<file path="config.mk">
export PLATFORM = sky130hd
export DESIGN_NAME = rst_sync_gen_flat
export DESIGN_NICKNAME = d
export VERILOG_FILES = /design/src/rtl/rst_sync_gen_pkg.sv /design/src/rtl/rst_sync_gen_if.sv /design/src/rtl/rst_sync_chain.sv /design/src/rtl/rst_sync_gen.sv /design/src/flat_wrapper.sv
export SDC_FILE = /design/constraint.sdc
export NUM_CORES = 1
export LEC_CHECK = 0
export CAP_MARGIN = 20
export CORE_AREA = 3 3 40 42
export DETAILED_ROUTE_END_ITERATION = 8
export DIE_AREA = 0 0 43 45
export MAX_ROUTING_LAYER = met4
export PLACE_DENSITY = 0.74
export SYNTH_ARGS = -nofsm -noshare
export SYNTH_HDL_FRONTEND = slang
export SYNTH_SLANG_ARGS = --single-unit
</file>
<file path="constraint.sdc">
create_clock -name clk -period 3.75 [get_ports clk]
set_input_delay 0.75 -clock clk [delete_from_list [all_inputs] [get_ports clk]]
set_output_delay 0.75 -clock clk [all_outputs]
set_load 0.01 [all_outputs]
</file>
<file path="src/rtl/rst_sync_gen_pkg.sv">
// Shared types and constants for the reset generator: state encodings,
// default timing constants and the counter-width helper.
package rst_sync_gen_pkg;

    localparam logic [2:0] ST_ASSERT  = 3'd0;
    localparam logic [2:0] ST_STRETCH = 3'd1;
    localparam logic [2:0] ST_RUN     = 3'd2;
    localparam logic [2:0] ST_SW_HOLD = 3'd3;
    localparam logic [2:0] ST_SW_ACK  = 3'd4;

    localparam int DEF_SYNC_STAGES    = 2;
    localparam int DEF_STRETCH_CYCLES = 16;
    localparam int DEF_SW_RST_CYCLES  = 8;

    typedef enum logic [2:0] {
        S_ASSERT  = ST_ASSERT,
        S_STRETCH = ST_STRETCH,
        S_RUN     = ST_RUN,
        S_SW_HOLD = ST_SW_HOLD,
        S_SW_ACK  = ST_SW_ACK
    } state_e;

    function automatic int max2(input int a, input int b);
        return (a > b) ? a : b;
    endfunction

endpackage

</file>
<file path="src/rtl/rst_sync_gen_if.sv">
// Software-reset handshake and reset-status signals of one clock domain.
interface rst_sync_gen_if;
    logic sw_rst_req;
    logic sw_rst_ack;
    logic sync_rst;
    logic rst_done;
    logic rst_busy;

    modport master (
        output sw_rst_req,
        input  sw_rst_ack,
        input  sync_rst,
        input  rst_done,
        input  rst_busy
    );

    modport slave (
        input  sw_rst_req,
        output sw_rst_ack,
        output sync_rst,
        output rst_done,
        output rst_busy
    );
endinterface

</file>
<file path="src/rtl/rst_sync_chain.sv">
// Release synchroniser: a shift chain of ones, cleared asynchronously by rst.
// Kept as its own module so CDC constraints can target exactly these flops.
module rst_sync_chain #(
    parameter int SYNC_STAGES = 2
) (
    input  logic clk,
    input  logic rst_n,
    output logic rel_sync
);
    logic [SYNC_STAGES-1:0] chain_q;
    logic [SYNC_STAGES-1:0] chain_d;

    always_comb begin
        chain_d = {chain_q[SYNC_STAGES-2:0], 1'b1};
    end

    always_ff @(posedge clk or negedge rst_n) begin
        if (!rst_n) begin
            chain_q <= '0;
        end else begin
            chain_q <= chain_d;
        end
    end

    assign rel_sync = chain_q[SYNC_STAGES-1];
endmodule

</file>
<file path="src/rtl/rst_sync_gen.sv">
// Root of a clock domain's reset tree: async-assert / sync-release reset with
// a stretch period and a software-requested reset via a 4-phase handshake.
module rst_sync_gen
    import rst_sync_gen_pkg::*;
#(
    parameter int SYNC_STAGES    = DEF_SYNC_STAGES,
    parameter int STRETCH_CYCLES = DEF_STRETCH_CYCLES,
    parameter int SW_RST_CYCLES  = DEF_SW_RST_CYCLES
) (
    input  logic           clk,
    input  logic           rst,
    rst_sync_gen_if.slave  rif
);
    localparam int CNT_W = $clog2(max2(STRETCH_CYCLES, SW_RST_CYCLES)) + 1;
    localparam logic [CNT_W-1:0] STRETCH_LAST = CNT_W'(STRETCH_CYCLES - 1);
    localparam logic [CNT_W-1:0] SW_LAST      = CNT_W'(SW_RST_CYCLES - 1);

    state_e           state_q, state_d;
    logic [CNT_W-1:0] cnt_q, cnt_d;
    logic             sync_rst_q, sync_rst_d;
    logic             ack_q, ack_d;
    logic             done_q, done_d;
    logic             rel_sync;

    rst_sync_chain #(
        .SYNC_STAGES(SYNC_STAGES)
    ) u_chain (
        .clk      (clk),
        .rst_n    (rst),
        .rel_sync (rel_sync)
    );

    always_comb begin
        state_d    = state_q;
        cnt_d      = cnt_q;
        sync_rst_d = sync_rst_q;
        ack_d      = ack_q;
        done_d     = 1'b0;
        unique case (state_q)
            S_ASSERT: begin
                sync_rst_d = 1'b1;
                ack_d      = 1'b0;
                if (rel_sync) begin
                    state_d = S_STRETCH;
                    cnt_d   = '0;
                end
            end
            S_STRETCH: begin
                cnt_d = cnt_q + CNT_W'(1);
                if (cnt_q == STRETCH_LAST) begin
                    state_d    = S_RUN;
                    cnt_d      = '0;
                    sync_rst_d = 1'b0;
                    done_d     = 1'b1;
                end
            end
            S_RUN: begin
                if (rif.sw_rst_req) begin
                    state_d    = S_SW_HOLD;
                    cnt_d      = '0;
                    sync_rst_d = 1'b1;
                end
            end
            S_SW_HOLD: begin
                cnt_d = cnt_q + CNT_W'(1);
                if (cnt_q == SW_LAST) begin
                    state_d = S_SW_ACK;
                    cnt_d   = '0;
                    ack_d   = 1'b1;
                end
            end
            S_SW_ACK: begin
                // Release only after the requester drops its level (4-phase).
                if (!rif.sw_rst_req) begin
                    state_d = S_STRETCH;
                    cnt_d   = '0;
                    ack_d   = 1'b0;
                end
            end
            default: begin
                state_d    = S_ASSERT;
                cnt_d      = '0;
                sync_rst_d = 1'b1;
                ack_d      = 1'b0;
            end
        endcase
    end

    always_ff @(posedge clk or negedge rst) begin
        if (!rst) begin
            state_q    <= S_ASSERT;
            cnt_q      <= '0;
            sync_rst_q <= 1'b1;
            ack_q      <= 1'b0;
            done_q     <= 1'b0;
        end else begin
            state_q    <= state_d;
            cnt_q      <= cnt_d;
            sync_rst_q <= sync_rst_d;
            ack_q      <= ack_d;
            done_q     <= done_d;
        end
    end

    assign rif.sync_rst   = sync_rst_q;
    assign rif.sw_rst_ack = ack_q;
    assign rif.rst_done   = done_q;
    assign rif.rst_busy   = (state_q != S_RUN);
endmodule

</file>
<file path="src/flat_wrapper.sv">
// flat-port wrapper written by rule: the top's interface ports become plain ports
module rst_sync_gen_flat import rst_sync_gen_pkg::*;
#(
    parameter int SYNC_STAGES    = DEF_SYNC_STAGES,
    parameter int STRETCH_CYCLES = DEF_STRETCH_CYCLES,
    parameter int SW_RST_CYCLES  = DEF_SW_RST_CYCLES
)
  (clk, rst, rif_sw_rst_req, rif_sw_rst_ack, rif_sync_rst, rif_rst_done, rif_rst_busy);
  rst_sync_gen_if rif_i ();
  input  logic clk;
  input  logic rst;
  input wire logic [$bits(rif_i.sw_rst_req)-1:0] rif_sw_rst_req;
  output wire logic [$bits(rif_i.sw_rst_ack)-1:0] rif_sw_rst_ack;
  output wire logic [$bits(rif_i.sync_rst)-1:0] rif_sync_rst;
  output wire logic [$bits(rif_i.rst_done)-1:0] rif_rst_done;
  output wire logic [$bits(rif_i.rst_busy)-1:0] rif_rst_busy;
  assign rif_i.sw_rst_req = rif_sw_rst_req;
  assign rif_sw_rst_ack = rif_i.sw_rst_ack;
  assign rif_sync_rst = rif_i.sync_rst;
  assign rif_rst_done = rif_i.rst_done;
  assign rif_rst_busy = rif_i.rst_busy;
  rst_sync_gen #(.SYNC_STAGES(SYNC_STAGES), .STRETCH_CYCLES(STRETCH_CYCLES), .SW_RST_CYCLES(SW_RST_CYCLES)) u_core (.clk(clk), .rst(rst), .rif(rif_i));
endmodule
</file>
==> results of run 1 <==
-- flip-flops by register name, summed over array words and instances (netlist names) --
signal,cells
u_core.cnt_q,5
u_core.u_chain.chain_q,2
u_core.rif.rst_done,1
u_core.rif.sync_rst,1
u_core.rif.sw_rst_ack,1
u_core.state_q,3
-- metrics by stage --
| stage | std cells | utilization | instance area, um2 |
|---|---|---|---|
| finish | 92 | 0.609 | 782 |
| global route | 92 | 0.609 | 782 |
| CTS | 92 | 0.609 | 782 |
| detailed placement | 88 | 0.588 | 756 |
| global placement | 88 | 0.588 | 756 |
| floorplan | 70 | - | 692 |
-- layer usage --
layer	track usage	share of wire
met5	-	0
met1	0.168	0.45
met4	0.0602	0.0064
met2	0.287	0.52
met3	0.0478	0.026
-- cells in the mapped netlist, drive strengths merged, types with 2 or more instances --
library cell,n,area (um2)
a211oi,2,27.5
o22ai,2,12.5
nand2b,2,12.5
dfrtp,12,300
xor2,2,17.5
inv,6,22.5
ha,3,37.5
nand3,4,20.0
nor2,8,30.0
o21ai,2,10.0
a22oi,3,22.5
mux2i,2,20.0
nor2b,2,12.5
buf,3,15.0
nand2,6,22.5
-- cells by family after synthesis --
logic type                 after synthesis
other                                    1
buffers and inverters                    9
adders and majority gates                3
AOI/OAI and AO/OA                       14
muxes                                    3
and+or+nand+nor                         25
xor gates and xnor gates                 2
DFF                                     13
-- power by group --
part           internal [mW]  switching, mW  total, mW
logic                  0.110         0.0932      0.203
clock network         0.0412         0.0458     0.0870
registers              0.189         0.0582      0.247
-- path summary, 6_finish.rpt --
kind | from | to | slack (ps) | cells past startpoint
worst min register to register | u_core.u_chain.chain_q[0] | u_core.u_chain.chain_q[1] | 350 | 0
min in group asynchronous | rst | u_core.state_q[2] | 840 | 1
worst max register to register | u_core.cnt_q[0] | u_core.state_q[0] | 2090 | 8
worst max-delay path | u_core.state_q[1] | rif_rst_busy | 1120 | 2
worst min-delay path | u_core.u_chain.chain_q[0] | u_core.u_chain.chain_q[1] | 350 | 0
max in group asynchronous | rst | u_core.cnt_q[1] | 2530 | 1
-- cell type report --
| type | instances | area [um2] | area share |
|---|---|---|---|
| multi-input combinational | 48 | 328 | 0.419 |
| tap | 15 | 18.8 | 0.0240 |
| clock buffer | 4 | 26.3 | 0.0336 |
| timing repair buffer | 6 | 60.1 | 0.0768 |
| sequential | 13 | 327 | 0.418 |
| inverter | 6 | 22.5 | 0.0288 |
==> results.toml, run 1 <==
[logic_synthesis]
synth_top_family_by_area = "simple AND/OR/NAND/NOR gates"
ys_types = 28
syn-num-nets = 76
synth_seq_cells = 13
synthCells = 70
synthSimpleGateAreaFrac = 0.179
syn_area_per_cell_um2 = 9.88
ys.flop_type = "dfrtp_1"
synthMuxAreaShare = 0.0506
synth_edf_count = 0
synth_seq_area_share = 0.472
yosys_warnings = 0
synth_xor_area_frac = 0.0253
synth_compound_area_frac = 0.159
synth_fa_ha_area_frac = 0.0542
async_flop_share = 1.00
syn_area_um2 = 692

[setup_path]
worstPathRequired_ps = 3000
path_buf_inv = 1
path_cells = "or3b_2, clkdlybuf4s50_1"
critPathSlowestCell = "dfrtp_1"
crit_arrival_ps = 1880
cpLargestDelayFamily = "flip-flops"
critPathCaptureType = "output port"
cp-start-kind = "register"
critical_path_class = "register to output port"
crit_path_max_fanout = 16
crit_path_max_incr_delay_ps = 640

[clock_network]
htree_levels = 1
cts_tree = "yes"
cts_setup_buffers = 0
clk_pin_slew_ps = 80
clk_latency_ps = 270
clockRootBuffer = "clkbuf_4"
clockBufferDepth = 2
post_cts_resized = 0
ctsHoldBuffers = 0
cts_made_buffers = 3
cts.sinks = 13

[floorplanning]
dieWidth_um = 43
die_area_um2 = 1940
core-area_um2 = 1280
die_y_um = 45
fp-row-count = 13
start_util = 0.538
pin_count = 7

[power]
p_total_mw = 0.537
p_leak_nw = 0.358
power-per-cell-area_nw_per_um2 = 687
peakVddDrop_mv = 0.395

[global_routing]
grt_use_total = 0.161
grt_max_degree = 17
grt_pass1_wl_um = 2230
grt_pass1_vias = 550
antenna_found_initial = 0
overflow = 0

[sta]
rsz0062_at_grt = "no"
hold_slack_ps = 354
setup_tns_ps = 0
finalWorstSetupSlack_ps = 1120
maxSlewViolCount = 0
period_minus_slack_ps = 2630
hold_viol = 0
fin_skew_ps = 2.13
relSlewSlack = 0.610
tightest_slew_ps = 583
setup_violations = 0
clock.fmax_mhz = 381
final.period_utilization = 0.700

[cells_and_area]
nNetsFinal = 84
layout_commonest_cell = "dfrtp_1"
final_cell_mix = "dfrtp_1, nor2_1, nand2_1, clkdlybuf4s50_1, inv_1"
syn2layout_area_growth_pct = 13.0
nFillCells = 114
layout-drive-gt1-share = 0.104
antenna_cells = 0

[worst_hold_path]
hp-class = "register to register"

[run_status]
status = "complete, no violations"

[route]
wirelength_um = 1250
vias = 513
drt-pass1-iter-count = 3
ant_nets = 0
wl_per_cell_um = 13.6
drc_errors = 0
via_per_inst = 5.58
drt-initial-drc-count = 12

[place]
dp_hpwl_um = 911
portBuffers = 6
gp_congestion = 0.799
dp_slack_ps = 1440

[job]
maxCapViolCount = 0
(Power assumes the default switching activity.)
==> run 2: changes to the inputs <==
Settings changed: CORE_AREA 3 3 40 42 to default, CORE_MARGIN from default to 3, CORE_UTILIZATION from default to 47, DIE_AREA 0 0 43 45 to default, PLACE_DENSITY 0.74 to 0.71.
Clock period 3.75 ns to 2.2 ns, I/O delays scaled along.
==> results.toml, run 2 (synthesis results as in run 1) <==
[job]
maxCapViolCount = 0

[worst_hold_path]
hp-class = "register to register"

[route]
drt-pass1-iter-count = 4
vias = 506
wl_per_cell_um = 13.1
drt-initial-drc-count = 11
ant_nets = 0
drc_errors = 0
wirelength_um = 1240
via_per_inst = 5.33

[run_status]
status = "complete, no violations"

[place]
gp_congestion = 0.762
portBuffers = 6
dp_hpwl_um = 928

[sta]
clock.fmax_mhz = 491
hold_viol = 0
relSlewSlack = 0.599
rsz0062_at_grt = "no"
fin_skew_ps = 5.54
maxSlewViolCount = 0
setup_tns_ps = 0
setup_violations = 0
tightest_slew_ps = 600
final.period_utilization = 0.927
period_minus_slack_ps = 2040

[floorplanning]
fp-row-count = 13
core-area_um2 = 1330
pin_count = 7
start_util = 0.519
die_area_um2 = 1970
die_y_um = 44.4
dieWidth_um = 44.4

[setup_path]
critPathSlowestCell = "clkdlybuf4s50_1"
cp-start-kind = "register"
crit_path_max_fanout = 2
cpLargestDelayFamily = "buffers and inverters"
worstPathRequired_ps = 1760
path_buf_inv = 1
path_cells = "or3b_2, clkdlybuf4s50_1"
critPathCaptureType = "output port"
critical_path_class = "register to output port"
crit_path_max_incr_delay_ps = 490
crit_arrival_ps = 1600

[power]
switching_share = 0.366
p_int_mw = 0.593
switchingPower_mw = 0.342
pwr-share-seq = 0.417
p_total_mw = 0.935
peakVddDrop_mv = 0.541
power_frac_clock = 0.158
combPwrFrac = 0.425
power-per-cell-area_nw_per_um2 = 1160
p_leak_nw = 0.373

[cells_and_area]
antenna_cells = 0
reg_top3 = "u_core.cnt_q (5), u_core.state_q (3), u_core.u_chain.chain_q (2)"
nNetsFinal = 87
layout_commonest_cell = "dfrtp_1"
largest_reg_flops = 5
nFillCells = 117
syn2layout_area_growth_pct = 16.3
final_cell_mix = "dfrtp_1, nor2_1, nand2_1, clkdlybuf4s50_1, inv_1"
layout-drive-gt1-share = 0.138
largest_register = "u_core.cnt_q"

[clock_network]
clk_pin_slew_ps = 80
ctsHoldBuffers = 0
cts_tree = "yes"
cts_setup_buffers = 0
cts_made_buffers = 3
post_cts_resized = 0
clockBufferDepth = 2
cts.sinks = 13
clk_latency_ps = 270
clockRootBuffer = "clkbuf_4"
htree_levels = 1

[global_routing]
grt_max_degree = 16
grt_pass1_wl_um = 2140
grt_pass1_vias = 498
grt_use_total = 0.158
antenna_found_initial = 0
overflow = 0
[run 2: power by group through the flow]
stage                     Sequential [mW]  Combinational [mW]  Clock [mW]
after floorplan                     0.395               0.277           0
after CTS                           0.391               0.402       0.154
after global placement              0.390               0.385           0
final                               0.389               0.398       0.148
after global routing                0.401               0.451       0.166
after detailed placement            0.395               0.399           0
[run 2: metal layers]
metal  vias up  part of all wire  GRT usage
met5         -                 0          -
met4         0             0.010     0.0542
met3         2             0.039     0.0366
met2        10              0.49      0.276
met1       234              0.46      0.174
li1        260                 -          -
[run 2: final cells by class]
cell class                      instances  area (um2)  area share
Sequential cell                        13         327       0.406
Inverter                                6        22.5      0.0280
Tap cell                               15        18.8      0.0233
Clock buffer                            4        26.3      0.0327
Timing Repair Buffer                    9        82.6       0.103
Multi-Input combinational cell         48         328       0.407
[run 2: through the flow]
step	area (um2)	hold WS [ps]	util	setup slack, ps	instances
2_1_floorplan	692	144	-	678	70
3_3_place_gp	778	335	0.583	322	91
3_5_place_dp	778	338	0.583	231	91
4_1_cts	805	361	0.603	146	95
5_1_grt	805	370	0.603	97.4	95
6_report	805	369	0.603	161	95
[run 2: worst paths after layout]
| check | cells past startpoint | startpoint | slack [ps] | end |
|---|---|---|---|---|
| min | 0 | u_core.u_chain.chain_q[0] | 370 | u_core.u_chain.chain_q[1] |
| max | 2 | u_core.state_q[0] | 160 | rif_rst_busy |
| min reg2reg | 0 | u_core.u_chain.chain_q[0] | 370 | u_core.u_chain.chain_q[1] |
| max in group asynchronous | 1 | rst | 1270 | u_core.state_q[2] |
| min in group asynchronous | 1 | rst | 540 | u_core.state_q[1] |
| max reg2reg | 8 | u_core.cnt_q[0] | 620 | u_core.state_q[0] |
